`src/rtl/fb_pkg.sv`:
```
// fb_pkg: framebuffer arbiter defaults and mode state encoding.
package fb_pkg;
    localparam int ADDR_W_DEF     = 13;
    localparam int DATA_W_DEF     = 8;
    localparam int STARVE_MAX_DEF = 8;
    typedef enum logic [1:0] {PRI_WR = 2'd0, PRI_VID = 2'd1, FORCE_WR = 2'd2} mode_e;
endpackage

```
`src/rtl/fb_arbiter.sv`:
```
// fb_arbiter: single-port framebuffer RAM arbiter between video scan-out reads and drawing writes.
module fb_arbiter
    import fb_pkg::*;
#(
    parameter int ADDR_W     = ADDR_W_DEF,
    parameter int DATA_W     = DATA_W_DEF,
    parameter int STARVE_MAX = STARVE_MAX_DEF
) (
    input  logic              sys_clk,
    input  logic              sys_rst,
    input  logic              row_enable,
    input  logic              vid_req,
    input  logic [ADDR_W-1:0] vid_addr,
    output logic              vid_gnt,
    output logic              vid_rvalid,
    output logic [DATA_W-1:0] vid_rdata,
    input  logic              wr_req,
    input  logic [ADDR_W-1:0] wr_addr,
    input  logic [DATA_W-1:0] wr_data,
    output logic              wr_ack,
    output logic              mem_en,
    output logic              mem_we,
    output logic [ADDR_W-1:0] mem_addr,
    output logic [DATA_W-1:0] mem_wdata,
    input  logic [DATA_W-1:0] mem_rdata,
    output logic              vid_miss
);
    localparam int SW = $clog2(STARVE_MAX) + 1;
    mode_e          mode_q, mode_d;
    logic [SW-1:0]  starve_q, starve_d, starve_inc;
    logic           rvalid_q, miss_q, wr_pri, starved;
    always_comb begin
        wr_pri     = mode_q != PRI_VID;
        wr_ack     = !sys_rst && wr_req && (wr_pri || !vid_req);
        vid_gnt    = !sys_rst && vid_req && !(wr_pri && wr_req);
        mem_en     = wr_ack || vid_gnt;
        mem_we     = wr_ack;
        mem_addr   = wr_ack ? wr_addr : vid_gnt ? vid_addr : '0;
        mem_wdata  = wr_ack ? wr_data : '0;
        starved    = mode_q == PRI_VID && wr_req && !wr_ack;
        starve_inc = starve_q == SW'(STARVE_MAX) ? starve_q : starve_q + 1'b1;
        // the forced slot lands on the cycle the writer would otherwise wait for the STARVE_MAX-th time
        mode_d     = !row_enable ? PRI_WR :
                     mode_q != PRI_VID ? PRI_VID :
                     (starved && starve_inc == SW'(STARVE_MAX - 1)) ? FORCE_WR : PRI_VID;
        starve_d   = (starved && mode_d == PRI_VID) ? starve_inc : '0;
    end
    always_ff @(posedge sys_clk or posedge sys_rst) begin
        if (sys_rst) begin
            mode_q   <= PRI_WR;
            starve_q <= '0;
            rvalid_q <= 1'b0;
            miss_q   <= 1'b0;
        end else begin
            mode_q   <= mode_d;
            starve_q <= starve_d;
            rvalid_q <= vid_gnt;
            miss_q   <= vid_req && !vid_gnt && row_enable;
        end
    end
    assign vid_rvalid = rvalid_q;
    assign vid_miss   = miss_q;
    assign vid_rdata  = mem_rdata;
endmodule

```
`config.mk`:
```
export PLATFORM = sky130hd
export DESIGN_NAME = fb_arbiter
export DESIGN_NICKNAME = d
export VERILOG_FILES = /design/src/rtl/fb_pkg.sv /design/src/rtl/fb_arbiter.sv
export SDC_FILE = /design/constraint.sdc
export NUM_CORES = 1
export LEC_CHECK = 0
export CORE_AREA = 2 2 56 58
export CTS_BUF_LIST = sky130_fd_sc_hd__clkbuf_16
export DETAILED_ROUTE_END_ITERATION = 12
export DIE_AREA = 0 0 58 60
export GPL_TIMING_DRIVEN = 1
export HOLD_SLACK_MARGIN = 0.06
export PLACE_DENSITY = 0.83
export SYNTH_ARGS = -nofsm -noshare
export SYNTH_HDL_FRONTEND = slang
export SYNTH_SLANG_ARGS = --single-unit
```
`constraint.sdc`:
```
create_clock -name sys_clk -period 1.8 [get_ports sys_clk]
set_input_delay 0.27 -clock sys_clk [delete_from_list [all_inputs] [get_ports sys_clk]]
set_output_delay 0.27 -clock sys_clk [all_outputs]
set_load 0.02 [all_outputs]
```
* Word level (Yosys, flattened, before mapping)
Index checks and enable logic that the tools add are counted.
Storage, ports and cells: register bits after elaboration 8, bits of input ports 47, output and inout port bits 35, word-level logic and storage cells 36
Operators by class: add/subtract/negate cells 1, equality and inequality tests 5, mux-type cells 8, reductions and logical operators 18
Operator list (number):
- two-way mux 13 bit | 2
- logical AND 1 bit | 11
- two-way mux 4 bit | 2
- two-way mux 8 bit | 1
- two-way mux 2 bit | 3
- logical NOT 1 bit | 5
- adder 4 x 1 -> 4 bit (second input constant) | 1
- equality test 2 x 1 -> 1 bit (second input constant) | 2
- equality test 4 x 3 -> 1 bit (second input constant) | 1
- equality test 4 bit (second input constant) | 1
- logical OR 1 bit | 2
- inequality test 2 x 1 -> 1 bit (second input constant) | 1

* Logic depth before layout (Yosys ltp)
Gate-level depths: netlist of the first run.
word-level depth 12, mapped depth 5, gate-level depth less buffers 5

* Worst setup path after synthesis of the first run
OpenSTA, ideal clock, no wires.
path kind reg2out, from register mode_q[1], to output mem_addr[10], arrival time 1287 ps, data required time 1530 ps, path slack 243 ps, cell stages (with the launch flop) 5, path buffers 1, path through dfrtp_1 nand2b_4 a211oi_4 buf_4 a22o_1
Between the ends: longest elaborated chain between the ends 6, elaborated cells between the ends (all ways) 8, those cells by class 1 x eq/ne; 2 x mux; 5 x reduce/logical
Ends and longest elaborated chain:
- start: declaration | RTL line fb_arbiter.sv:29 | mode_e mode_q, mode_d;
- start signal: assignment | RTL line fb_arbiter.sv:55 | mode_q <= mode_d;
- inequality test 2 x 1 -> 1 bit | RTL line fb_arbiter.sv:33 | wr_pri = mode_q != PRI_VID;
- logical AND 1 bit | RTL line fb_arbiter.sv:35 | vid_gnt = !sys_rst && vid_req && !(wr_pri && wr_req);
- logical NOT 1 bit | RTL line fb_arbiter.sv:35
- logical AND 1 bit | RTL line fb_arbiter.sv:35
- net vid_gnt | RTL line fb_arbiter.sv:14 | output logic vid_gnt,
- two-way mux 13 bit (2 in series) | RTL line fb_arbiter.sv:38 | mem_addr = wr_ack ? wr_addr : vid_gnt ? vid_addr : '0;
- end: declaration | RTL line fb_arbiter.sv:23 | output logic [ADDR_W-1:0] mem_addr,
The timed path passes the listed nets, and every way through them passes these cells.

* Worst setup path in the final report of the first run
from register mode_q[1], to output mem_addr[12]
Between the ends: longest elaborated chain between the ends 6, elaborated cells between the ends (all ways) 8, those cells by class 1 x eq/ne; 2 x mux; 5 x reduce/logical
Ends and longest elaborated chain (RTL line):
- inequality test 2 x 1 -> 1 bit * | fb_arbiter.sv:33
- logical AND 1 bit | fb_arbiter.sv:35
- logical NOT 1 bit | fb_arbiter.sv:35
- logical AND 1 bit | fb_arbiter.sv:35
- two-way mux 13 bit | fb_arbiter.sv:38
- two-way mux 13 bit * | fb_arbiter.sv:38
Mark *: on every way between the ends. The rest lies on a longest branch, timed or not.

==> flow_metrics.tcl, run 1 <==
set metrics [dict create \
    finalSetupViolCount 21 \
    track_usage_pct 17.2 \
    async_flop_share_pct 100 \
    clk_pin_slew_ns 0.04 \
    overflow 0 \
    syn-num-nets 128 \
    hpwlAfterDp_um 2130 \
    grt_pass1_vias 1007 \
    finalHoldViolCount 0 \
    post-route-period-util_pct 107 \
    vias 864 \
    gp_congestion 0.725 \
    dpl_cell_area_sq_um 1410 \
    yosysSeqAreaShare_pct 27.4 \
    insertedDiodeCount 0 \
    worstSkewPairLatency_ns 0.23 \
    tightest_slew_ns 0.356 \
    layout_common_cells "37 x clkdlybuf4s50_1, 16 x buf_6, 13 x a22o_1" \
    ys.warnings.count 0 \
    p_per_area_nw_per_um2 543 \
    area_delta_synth_final_pct 118 \
    leakage_nw 0.717 \
    critPathLaunchType "flip-flop" \
    placementRows 20 \
    final_nets 200 \
    synth_edf_count 0 \
    initial_utilization_pct 25.2 \
    grt_antenna_before_repair 0 \
    synth.area.top_cells "dfrtp_1 27%, a22o_1 16%, buf_4 10%, and2_1 6.8%, ha_1 5.1%" \
    vdd_drop_max_uv 384 \
    synth_cell_types 27 \
    relSlewSlack_pct 75.6 \
    wl_per_cell_um 15.9 \
    final_core_util_pct 54.9 \
    path_max_fanout 5 \
    postLayoutSetupSlackWorst_ns -0.125 \
    die_h_um 60 \
    clk_path_buf_depth 2 \
    rsz0062_at_grt "true" \
    status "finished, violations left" \
    crit_start "mode_q[1]" \
    endpoint_kind "primary output" \
    drive_above_1_share_pct 33.8 \
    avgSynthCellArea_sq_um 9.37 \
    fmax_ghz 0.519 \
    core_area_sq_um 2900 \
    cts_root_buf "clkbuf_16" \
    hold_class "in2async" \
    netlist_area_sq_um 731 \
    rr_startpoint "starve_q[0]" \
    drtIter0Drc 1 \
    final_common_cell "clkdlybuf4s50_1" \
    numCtsBuffers 3 \
    drtAntennaViolNets 0 \
    cts_hold_buf 0 \
    maxCapViolCount 0 \
    syn_inst 78 \
    worstPathRequired_ns 1.53 \
    whs_ns 0.315 \
    numClockSinks 8 \
    fin_crit_ns 1.93 \
    slew_violations 0 \
    port_buffers 65 \
    ios 82 \
    routed_via_density 4.77 \
    critPathArrivalTime_ns 1.66 \
    violations "negative setup slack" \
    die_area_sq_um 3480 \
    die_w_um 58 \
    drc 0 \
    route.final.wire_length_um 2880 \
    h-tree-depth 1 \
    cts_tree "built" \
    yosys_most_used_dff "dfrtp_1" \
    grt_pass1_wl_um 4250 \
    criticalPathCategory "reg2out" \
    synth_top_area_share_pct 27.4 \
    fin_worst_skew_ns 0.00150 \
    grt_max_degree 13 \
    drtPass1Iterations 2 \
    fin_area_sq_um 1590 \
    ys_ff_latch 8 \
    synth_top_area_cell "dfrtp_1" \
]
flip-flops by register name (all words and copies together) (netlist names):
register	count
vid_rvalid	1
vid_miss	1
mode_q	2
starve_q	4
path summary, 6_finish.rpt:
check,to,slack (ns),depth (start not counted)
max,mem_addr[12],-0.13,8
min,mode_q[1],0.31,3
max reg2reg,starve_q[0],0.27,5
min reg2reg,starve_q[0],0.57,1
max in group asynchronous,vid_rvalid,1.36,3
min in group sys_clk,vid_miss,0.51,3
power breakdown:
part / switching [mW] / internal, mW
sequential: 0.00310 / 0.185
clock: 0.0832 / 0.286
combinational: 0.122 / 0.186
cells by family (layout without fill, tap and decap cells):
kind of cell | count (synthesis) | count (layout) | share of synthesized area, %
AND/OR/NAND/NOR | 23 | 23 | 19.5
AO/OA/AOI/OAI | 22 | 22 | 27.7
buffers and inverters | 18 | 88 | 14.7
flip-flops | 8 | 8 | 27.4
adder cells (fa/ha/maj) | 3 | 3 | 5.14
multiplexers | 3 | 3 | 4.28
XOR/XNOR | 1 | 1 | 1.20
worst max-delay path: stages (launching register included):
cell and delay [ns]:
dfrtp_1 0.35, nand2b_4 0.14, buf_6 0.12, a211oi_4 0.19
buf_6 0.15, buf_12 0.11, buf_12 0.09, a22o_1 0.14
buf_6 0.12
per-stage QoR:
step                total power, mW  std cells  worst slack, ns  TNS (ns)
global placement              0.461        170           -0.502    -11.12
finish                        0.865        181           -0.125     -1.70
floorplan                     0.316         78            0.243         0
global route                  0.895        181           -0.197     -2.44
CTS                           0.862        179           -0.133    -0.898
detailed placement            0.462        170           -0.526    -11.58
per-layer routing:
metal  up-vias  GRT usage (%)  part of all wire (%)
met5         -              0                     0
met2        47           33.8                    54
met1       399           12.5                    28
met3         7           9.74                    14
met4         0           9.97                   3.6
li1        411              -                     -
area by class of cell:
type	count	area, sq um
Fill cell	241	1310
Multi-Input combinational cell	52	433
Tap cell	33	41.3
Inverter	6	22.5
Sequential cell	8	200
Timing Repair Buffer	79	821
Clock buffer	3	75.1
cells in the mapped netlist (all sizes together), types with 2 or more instances:
cell	instances
dfrtp	8
mux2i	2
nor3	2
nor3b	2
nand2b	2
nor2	4
a22o	13
and2	8
buf	12
a211oi	3
nand2	2
inv	6
ha	3
what timing repair did:
action	CTS	global route
endpoints found under the setup margin	25	13
gates resized for setup	123	10
buffers inserted	4	1
hold endpoints to repair	0	0
cloned	2	1
pin swaps	7	11
No activity file was read; power rests on OpenSTA's default activity.
==> run 2, diff against run 1 <==
CAP_MARGIN = 20   (was unset)
==> results of run 2 <==
Final layout, timing and power as in run 1 (identical DEF).
